### config.mk
export PLATFORM = sky130hd
export DESIGN_NAME = fir_mc_engine_flat
export DESIGN_NICKNAME = d
export VERILOG_FILES = /design/src/rtl/fir_mc_if.sv /design/src/rtl/fir_mc_engine.sv /design/src/flat_wrapper.sv
export SDC_FILE = /design/constraint.sdc
export NUM_CORES = 2
export LEC_CHECK = 0
export BUFFER_PORTS_ARGS = -buffer_cell sky130_fd_sc_hd__buf_2
export CAP_MARGIN = 20
export CORE_ASPECT_RATIO = 0.8
export CORE_UTILIZATION = 60
export CTS_CLUSTER_DIAMETER = 50
export CTS_CLUSTER_SIZE = 28
export DETAILED_ROUTE_END_ITERATION = 12
export PLACE_DENSITY_LB_ADDON = 0.05
export REMOVE_ABC_BUFFERS = 1
export SETUP_SLACK_MARGIN = 0.3
export SLEW_MARGIN = 40
export SYNTH_ARGS = -nofsm -noshare
export SYNTH_HDL_FRONTEND = slang
export SYNTH_SLANG_ARGS = --single-unit
### constraint.sdc
create_clock -name clk -period 14.2 [get_ports clk]
set_clock_uncertainty 0.15 [all_clocks]
set_input_delay 0 -clock clk [delete_from_list [all_inputs] [get_ports clk]]
set_output_delay 0 -clock clk [all_outputs]
set_load 0.05 [all_outputs]
### src/rtl/fir_mc_if.sv
// Stream and coefficient-load bundle for fir_mc_engine.
// master = sample source / result sink side, slave = the engine.
interface fir_mc_if #(
  parameter int WIDTH    = 16,
  parameter int LENGTH   = 64,
  parameter int CHANNELS = 2,
  parameter int OUT_W    = 2*WIDTH+$clog2(LENGTH)
);
  localparam int CH_W = (CHANNELS > 1) ? $clog2(CHANNELS) : 1;
  localparam int AW   = $clog2(LENGTH);

  // Handshake: a transfer happens on a rising edge where valid & ready are both 1;
  // the producer holds valid and its payload stable until that edge, and ready
  // may not depend combinationally on valid.
  logic                    in_valid;
  logic                    in_ready;
  logic [CH_W-1:0]         in_ch;
  logic signed [WIDTH-1:0] in_data;

  logic                    coeff_we;
  logic [AW-1:0]           coeff_addr;
  logic signed [WIDTH-1:0] coeff_data;

  logic                    busy;
  logic                    out_valid;
  logic                    out_ready;
  logic [CH_W-1:0]         out_ch;
  logic signed [OUT_W-1:0] out_data;
  logic                    out_sat;

  modport master (
    output in_valid, in_ch, in_data, coeff_we, coeff_addr, coeff_data, out_ready,
    input  in_ready, busy, out_valid, out_ch, out_data, out_sat
  );

  modport slave (
    input  in_valid, in_ch, in_data, coeff_we, coeff_addr, coeff_data, out_ready,
    output in_ready, busy, out_valid, out_ch, out_data, out_sat
  );
endinterface

### src/rtl/fir_mc_engine.sv
// Time-multiplexed multi-channel FIR: one MAC, per-channel histories, shared coefficients.
// Optional macro FIR_SATURATE_EN: clamp out-of-range results and flag out_sat (else wrap).
module fir_mc_engine #(
  parameter int WIDTH    = 16,
  parameter int LENGTH   = 64,
  parameter int CHANNELS = 2,
  parameter int SHIFT    = 0,
  parameter int OUT_W    = 2*WIDTH+$clog2(LENGTH)
) (
  input  logic       clk,
  input  logic       rst,
  fir_mc_if.slave    bus,
  output logic [1:0] state_dbg
);
  localparam int AW    = $clog2(LENGTH);
  localparam int CH_W  = (CHANNELS > 1) ? $clog2(CHANNELS) : 1;
  localparam int ACC_W = 2*WIDTH+AW;
  localparam int TOT   = CHANNELS*LENGTH;
  localparam int HW    = CH_W+AW;
  localparam logic [ACC_W:0] RND = ((ACC_W+1)'(1) << SHIFT) >> 1;

  typedef enum logic [1:0] {
    S_CLEAR = 2'd0,
    S_IDLE  = 2'd1,
    S_MAC   = 2'd2,
    S_OUT   = 2'd3
  } state_t;

  state_t                  state;
  logic signed [WIDTH-1:0] hist  [TOT];
  logic signed [WIDTH-1:0] coeff [LENGTH];
  logic [AW-1:0]           wp    [CHANNELS];
  logic [HW-1:0]           clr_cnt;
  logic [CH_W-1:0]         ch_q;
  logic [AW-1:0]           k;
  logic signed [ACC_W-1:0] acc;
  logic [CH_W-1:0]         och_q;
  logic signed [OUT_W-1:0] odata_q;
  logic                    osat_q;

  logic                    accept;
  logic                    ch_ok;
  logic [AW-1:0]           rd_addr;
  logic signed [WIDTH-1:0] h_rd;
  logic signed [WIDTH-1:0] c_rd;
  logic signed [2*WIDTH-1:0] prod;
  logic signed [ACC_W-1:0] acc_next;
  logic signed [ACC_W:0]   acc_x;
  logic signed [ACC_W:0]   r;
  logic signed [OUT_W-1:0] r_out;
  logic                    r_sat;

  assign accept = (state == S_IDLE) && bus.in_valid;
  assign ch_ok  = 32'(bus.in_ch) < CHANNELS;

  // Newest sample sits at wp, so tap k reads k samples back, wrapping within the channel.
  assign rd_addr  = wp[ch_q] - k;
  assign h_rd     = hist[{ch_q, rd_addr}];
  assign c_rd     = coeff[k];
  assign prod     = h_rd * c_rd;
  assign acc_next = acc + {{AW{prod[2*WIDTH-1]}}, prod};

  // One guard bit keeps the rounding bias from overflowing before the shift.
  assign acc_x = {acc_next[ACC_W-1], acc_next} + RND;
  assign r     = acc_x >>> SHIFT;

`ifdef FIR_SATURATE_EN
  logic fits;
  assign fits = (&r[ACC_W:OUT_W-1]) | ~(|r[ACC_W:OUT_W-1]);

  always_comb begin
    r_out = r[OUT_W-1:0];
    r_sat = 1'b0;
    if (!fits) begin
      r_sat = 1'b1;
      r_out = r[ACC_W] ? {1'b1, {(OUT_W-1){1'b0}}} : {1'b0, {(OUT_W-1){1'b1}}};
    end
  end
`else
  logic unused_hi;
  assign unused_hi = ^r[ACC_W:OUT_W-1];
  assign r_out     = r[OUT_W-1:0];
  assign r_sat     = 1'b0;
`endif

  always_ff @(posedge clk) begin
    if (!rst) begin
      if (state == S_CLEAR) begin
        hist[clr_cnt] <= '0;
      end else if (accept && ch_ok) begin
        hist[{bus.in_ch, wp[bus.in_ch]}] <= bus.in_data;
      end
    end
  end

  // Coefficients survive reset; loads only land while idle.
  always_ff @(posedge clk) begin
    if (!rst && state == S_IDLE && bus.coeff_we) begin
      coeff[bus.coeff_addr] <= bus.coeff_data;
    end
  end

  always_ff @(posedge clk) begin
    if (rst) begin
      state   <= S_CLEAR;
      clr_cnt <= '0;
      for (int i = 0; i < CHANNELS; i++) wp[i] <= '0;
      acc     <= '0;
      k       <= '0;
      ch_q    <= '0;
      och_q   <= '0;
      odata_q <= '0;
      osat_q  <= 1'b0;
    end else begin
      case (state)
        S_CLEAR: begin
          clr_cnt <= clr_cnt + HW'(1);
          if (clr_cnt == HW'(TOT-1)) state <= S_IDLE;
        end
        S_IDLE: begin
          if (accept && ch_ok) begin
            ch_q  <= bus.in_ch;
            acc   <= '0;
            k     <= '0;
            state <= S_MAC;
          end
        end
        S_MAC: begin
          acc <= acc_next;
          k   <= k + AW'(1);
          if (k == AW'(LENGTH-1)) begin
            wp[ch_q] <= wp[ch_q] + AW'(1);
            och_q    <= ch_q;
            odata_q  <= r_out;
            osat_q   <= r_sat;
            state    <= S_OUT;
          end
        end
        S_OUT: begin
          if (bus.out_ready) state <= S_IDLE;
        end
        default: state <= S_CLEAR;
      endcase
    end
  end

  assign bus.in_ready  = (state == S_IDLE);
  assign bus.busy      = (state != S_IDLE);
  assign bus.out_valid = (state == S_OUT);
  assign bus.out_ch    = och_q;
  assign bus.out_data  = odata_q;
  assign bus.out_sat   = osat_q;
  assign state_dbg     = state;
endmodule

### src/flat_wrapper.sv
// flat-port wrapper written by rule: the top's interface ports become plain ports
module fir_mc_engine_flat 
#(
  parameter int WIDTH    = 16,
  parameter int LENGTH   = 64,
  parameter int CHANNELS = 2,
  parameter int SHIFT    = 0,
  parameter int OUT_W    = 2*WIDTH+$clog2(LENGTH)
)
  (clk, rst, state_dbg, bus_in_valid, bus_in_ch, bus_in_data, bus_coeff_we, bus_coeff_addr, bus_coeff_data, bus_out_ready, bus_in_ready, bus_busy, bus_out_valid, bus_out_ch, bus_out_data, bus_out_sat);
  fir_mc_if #(.WIDTH(WIDTH), .LENGTH(LENGTH), .CHANNELS(CHANNELS), .OUT_W(OUT_W)) bus_i ();
  input  logic clk;
  input  logic rst;
  output logic [1:0] state_dbg;
  input wire logic [$bits(bus_i.in_valid)-1:0] bus_in_valid;
  input wire logic [$bits(bus_i.in_ch)-1:0] bus_in_ch;
  input wire logic [$bits(bus_i.in_data)-1:0] bus_in_data;
  input wire logic [$bits(bus_i.coeff_we)-1:0] bus_coeff_we;
  input wire logic [$bits(bus_i.coeff_addr)-1:0] bus_coeff_addr;
  input wire logic [$bits(bus_i.coeff_data)-1:0] bus_coeff_data;
  input wire logic [$bits(bus_i.out_ready)-1:0] bus_out_ready;
  output wire logic [$bits(bus_i.in_ready)-1:0] bus_in_ready;
  output wire logic [$bits(bus_i.busy)-1:0] bus_busy;
  output wire logic [$bits(bus_i.out_valid)-1:0] bus_out_valid;
  output wire logic [$bits(bus_i.out_ch)-1:0] bus_out_ch;
  output wire logic [$bits(bus_i.out_data)-1:0] bus_out_data;
  output wire logic [$bits(bus_i.out_sat)-1:0] bus_out_sat;
  assign bus_i.in_valid = bus_in_valid;
  assign bus_i.in_ch = bus_in_ch;
  assign bus_i.in_data = bus_in_data;
  assign bus_i.coeff_we = bus_coeff_we;
  assign bus_i.coeff_addr = bus_coeff_addr;
  assign bus_i.coeff_data = bus_coeff_data;
  assign bus_i.out_ready = bus_out_ready;
  assign bus_in_ready = bus_i.in_ready;
  assign bus_busy = bus_i.busy;
  assign bus_out_valid = bus_i.out_valid;
  assign bus_out_ch = bus_i.out_ch;
  assign bus_out_data = bus_i.out_data;
  assign bus_out_sat = bus_i.out_sat;
  fir_mc_engine #(.WIDTH(WIDTH), .LENGTH(LENGTH), .CHANNELS(CHANNELS), .SHIFT(SHIFT), .OUT_W(OUT_W)) u_core (.clk(clk), .rst(rst), .bus(bus_i), .state_dbg(state_dbg));
endmodule
## After elaboration in Yosys (flattened, before gate mapping)

Memory sizes are Yosys's and may differ from the RTL's. A register that Yosys moved wholly into a read port is not among the register bits.
Cells that the tools add are included.

| word-level totals | value |
|---|---|
| register bits after elaboration | 93 |
| bits in writable memories | 3084 |
| input bits | 44 |
| output and inout bits | 45 |
| word-level logic and storage cells | 72 |
| memories kept | 3 |

| cells by class | value |
|---|---|
| $add $sub $neg | 5 |
| $mul | 1 |
| equal/unequal tests | 10 |
| muxes and demuxes | 34 |
| reduce and logical (&&, ||, !) cells | 12 |

Memory list:

| memory | depth | width | read ports | clocked after memory_dff | write ports | line | text |
|---|---|---|---|---|---|---|---|
| u_core.hist | 128 | 16 | 1 | 0 | 1 | fir_mc_engine.sv:30 | `logic signed [WIDTH-1:0] hist [TOT];` |
| u_core.coeff | 64 | 16 | 1 | 1 | 1 | fir_mc_engine.sv:31 | `logic signed [WIDTH-1:0] coeff [LENGTH];` |
| u_core.wp | 2 | 6 | 2 | 1 | 2 | fir_mc_engine.sv:32 | `logic [AW-1:0] wp [CHANNELS];` |

Operators by type and width:

| kind | number |
|---|---|
| case mux 38 bit (2 select lines) | 1 |
| adder 38 bit | 1 |
| 2-to-1 mux 38 bit | 1 |
| multiplier 16 x 16 -> 32 bit | 1 |
| 2-to-1 mux 6 bit | 4 |
| 2-to-1 mux 1 bit | 20 |
| 2-to-1 mux 16 bit | 1 |
| OR reduction 16 bit | 1 |
| adder 6 x 1 -> 6 bit, second input constant | 2 |
| case mux 6 bit (2 select lines) | 1 |
| 2-to-1 mux 2 bit | 4 |
| case mux 2 bit (4 select lines) | 1 |
| adder 7 x 1 -> 7 bit, second input constant | 1 |
| equality test 7 bit, second input constant | 1 |
| 2-to-1 mux 7 bit | 1 |
| equality test 6 bit, second input constant | 1 |
| inequality test 2 x 1 -> 1 bit, second input constant | 3 |
| AND reduction 2 bit | 3 |
| OR reduction 6 bit | 1 |
| subtractor 6 bit | 1 |
| equality test 2 bit, second input constant | 2 |
| inequality test 2 bit, second input constant | 2 |
| AND reduction 4 bit | 1 |
| logical AND 1 bit | 3 |
| 4 further kinds | 4 |

## Logic depth before layout (Yosys ltp)

| depth | value |
|---|---|
| depth in word-level cells | 8 |
| depth in mapped cells | 50 |
| mapped depth without buffers | 46 |

## Worst setup path after synthesis

No wires, ideal clock.

| path | value |
|---|---|
| kind | register to register |
| start point | reg (tool-made name) |
| end point | reg u_core.odata_q[37], in the netlist u_core.bus.out_data[37] |
| setup time | 65 ps |
| arrival | 11121 ps |
| required time | 13985 ps |
| slack | 2864 ps |
| cell stages (with the launch flop) | 42 |
| buffers on the path | 4 |
| period minus slack after synthesis | 11336 ps |
| cells stage by stage | dfxtp_1 buf_2 mux2i_1 ha_1 fa_1 xnor2_1 clkbuf_1 mux4_2 mux2_2 mux4_2 clkbuf_1 nor2b_1 fa_1 inv_1 fa_1 inv_1 fa_1 fa_1 [... 6 more ...] a21oi_1 nor2_1 o21a_1 a311oi_1 and2_1 o21a_1 a2111oi_2 inv_1 ha_1 a21oi_1 nor2b_1 or3_1 o22ai_1 nand2_1 o21ai_0 xnor3_1 o21a_1 nor2_1 |

RTL lines:

| item | line | text |
|---|---|---|
| end signal, assigned | fir_mc_engine.sv:134 | `odata_q <= r_out;` |
| end, declared | fir_mc_engine.sv:38 | `logic signed [OUT_W-1:0] odata_q;` |

==> metrics.txt <==
DIE WIDTH=around 530 um; total gr overflow=0; R2R setup slack=between 0.9 and 1 ns; P_sw=around 4800 uW; post-synthesis register bit count=approximately 3200; Core Util, Final=around 67%; met3 global-route usage=under 10%; Sw Ratio=approximately a quarter; number of global-route vias before repair=about 66000; H-tree levels=4; vias per inst=roughly 6.6; die height=between 400 and 500 um; share of layout cells above drive strength 1=26.3%; Worst Reg-to-Reg Cells=39; Clock Path Buffers=4; GP Congestion=about 0.84; Worst setup EP type=register; Starting Density=about three fifths; M2 GR Usage=between 40 and 50%; Async SR Flop Fraction=0%; most frequent CP cell=fa_1; Sequential Power Share=54.0%; CP max stage delay=about 1.1 ns; post-synthesis sequential area ratio=between 70% and 80%; RSZ-0062 raised after global routing=false; Final setup viols=0; Clock power frac=34.9%; Final Hold Slack=~0.032 ns; clk slew on worst S/H paths=0.09 ns; Netlist cell types=just under 70; drt pass-1 iters=5; total leakage power=about 0.054 uW; largest net degree at the start of global routing=97; Top-Level Pins=89; Int Power=approximately 14000 uW; VDD IR max=roughly 0.17 mV; nets=roughly 7500; final slew viol count=0; slowest cell on the critical path=fa_4; latest clock arrival within the worst-skew pair=between 0.9 and 1 ns; CP arrival=about 14 ns; full die area=~230000 sq um; final hold violation count=0; PD cells=~130 nW/um^2; GR met1 Demand/Resource=approximately 47%; Synth Warn #=0; maxcap violations=0; global-route wire length before repair=468000 um; Worst Tran Pin Value=0.918 ns; Most used DFF post-synth=edfxtp_1; DRT iter0 DRCs=a little under 9000; Post-synth EDFFs=3084; post-route clock period utilization=~94%; vias=67100; Worst R2R End=u_core.bus.out_data[35]; antenna violations before repair=26; placed insts=between 9000 and 10000; gr usage total=about 29%; WL per Instance=~31 um; DRC violations left=0; root buffer cell=clkbuf_16; Worst EP required=about 15 ns; remaining antenna violation count=0; critical path fanouts, max=30; status=finished, final reports clean; CORE AREA=~220000 sq um; busiest layer in global routing=met1; Synth-to-Final Area Change=10.5%; synthesized area per cell=around 20 sq um; HP Class=in -> reg; CP Capture Point=u_core.bus.out_data[35]; Comb pwr share=11.1%; TritonCTS clock tree=built; total CTS buffers=just over 200; Achievable Freq=between 70 and 80 MHz; Routed WL=~320000 um; setup_tns=0 ns; TritonCTS Sinks=between 3000 and 4000; Tmin final=13.29 ns; Setup CP Type=reg -> reg; Syn Inst Count=approximately 6700; Total Power=between 15000 and 20000 uW; startpoint types=register; slew margin rel.=between 30% and 40%; IO Port Bufs=87; FP Rows=between 150 and 200; non-filler instance count after layout=10200; hpwl dp=195000 um; synthesized area=roughly 130000 sq um
placed cells by master, fill, tap and decap left out, types with 20 or more instances in the layout:
master         netlist  layout
a22oi_1             32      32
nand2_1            314     313
nor2b_1             49      49
clkbuf_16            0     208
inv_6                0      31
inv_8                0      20
fa_1               265     264
dlygate4sd3_1        0      51
o21ai_0             70      67
buf_12               0      30
nand3_1             56      56
and2_1              37      21
mux2i_1             76      62
ha_1               133     132
inv_12               0      21
mux2_2              36      36
xnor2_1             54      52
inv_1              318     318
nand2b_1            73      73
nor2_1             414     358
edfxtp_1          3084    3084
dfxtp_1            100      95
buf_2              105      76
nor2_2               0      44
clkinv_8             0      46
a21o_1              27      27
xor2_1              26      24
mux4_2             955     955
buf_4               23     317
a21oi_1            102     102
power groups by stage:
stage                     sequential (uW)  clock, uW  combinational, uW
after floorplan                     10400          0               1530
after global placement              10400          0               2040
after detailed placement            10400          0               2070
after CTS                           10200       6690               2100
after global routing                10200       7010               2320
final                               10200       6600               2100
worst max-delay path, delay by kind of cell, from the launching register on:
kind            cells  cell delay, ns
fa+ha+maj          10            5.03
mux                 6            2.49
compound gates      9            2.10
simple gates        7            1.77
buf+inv             7            1.04
flops               1            0.50
layer usage:
metal  vias up  share of wire [%]  wire [um]
met4         6                1.8       5780
met1     36000                 43     138000
li1      27400                  -          -
met5         -              0.011         36
met3       357                9.9      32000
met2      3325                 45     146000
through the flow:
step	setup WS, ns	instance area [sq um]
after floorplan	-14.71	133000
after global placement	0.843	140000
after detailed placement	0.726	140000
after CTS	0.658	148000
after global routing	0.306	148000
final	0.905	148000
cells in the mapped netlist, drive strengths merged, types with 32 or more instances:
cell type / instances / share of area, %
nor2b: 49 / 0.23
nor2: 414 / 1.2
mux4: 955 / 16
edfxtp: 3084 / 69
nand2: 314 / 0.88
inv: 318 / 0.89
a21oi: 102 / 0.38
a22oi: 32 / 0.18
nand2b: 73 / 0.34
clkbuf: 146 / 0.41
o21ai: 79 / 0.30
xnor2: 55 / 0.36
fa: 265 / 4.0
nand3: 56 / 0.21
and2: 37 / 0.17
mux2i: 76 / 0.57
ha: 133 / 1.2
dfxtp: 100 / 1.5
mux2: 36 / 0.30
buf: 173 / 0.67
layout make-up:
type | count | area, sq um
multi-input combinational | 2884 | 37300
timing repair buffer | 487 | 4030
fill | 14400 | 73000
tap | 2964 | 3710
clock inverter | 158 | 2140
clock buffer | 216 | 5240
antenna | 5 | 12.5
sequential | 3184 | 94600
inverter | 318 | 1190
sequential cells by signal (all words and copies together), names as in the netlist, named ones only:
name / flops
u_core.acc: 38
u_core.bus.out_ch: 1
u_core.bus.out_data: 38
u_core.ch_q: 1
u_core.clr_cnt: 7
u_core.coeff: 1024
u_core.hist: 2048
u_core.k: 6
u_core.state_dbg: 2
u_core.wp: 12
what timing repair did:
| action | CTS | global route |
|---|---|---|
| resized for setup | 0 | 3 |
| hold endpoints to repair | 3293 | 0 |
| hold buffers | 51 | 0 |
| buffers inserted | 0 | 7 |
| setup endpoints to repair | 0 | 9 |
kinds of logic after synthesis:
family / after synthesis / share of synthesized area, %
adders and majority gates: 398 / 5.20
buffers and inverters: 637 / 1.97
AOI/OAI and AO/OA: 319 / 1.47
other: 1 / 0.00280
muxes: 1067 / 16.9
and+or+nand+nor: 1017 / 3.35
xor gates and xnor gates: 82 / 0.551
DFF: 3184 / 70.6
worst min-delay path by stage:
stage / end / startpoint / slack, ns / cells past startpoint
2_1_floorplan: u_core.acc[35] / rst / -0.08 / 1
3_3_place_gp: u_core.coeff[57][3] / bus_coeff_data[3] / 0.25 / 1
3_5_place_dp: u_core.ch_q / bus_in_valid / 0.25 / 3
4_1_cts: u_core.hist[81][5] / bus_in_data[5] / 0.001 / 3
5_1_grt: u_core.coeff[43][8] / bus_coeff_data[8] / 0.06 / 2
6_report: u_core.coeff[43][8] / bus_coeff_data[8] / 0.03 / 2
(Power assumes the default switching activity.)
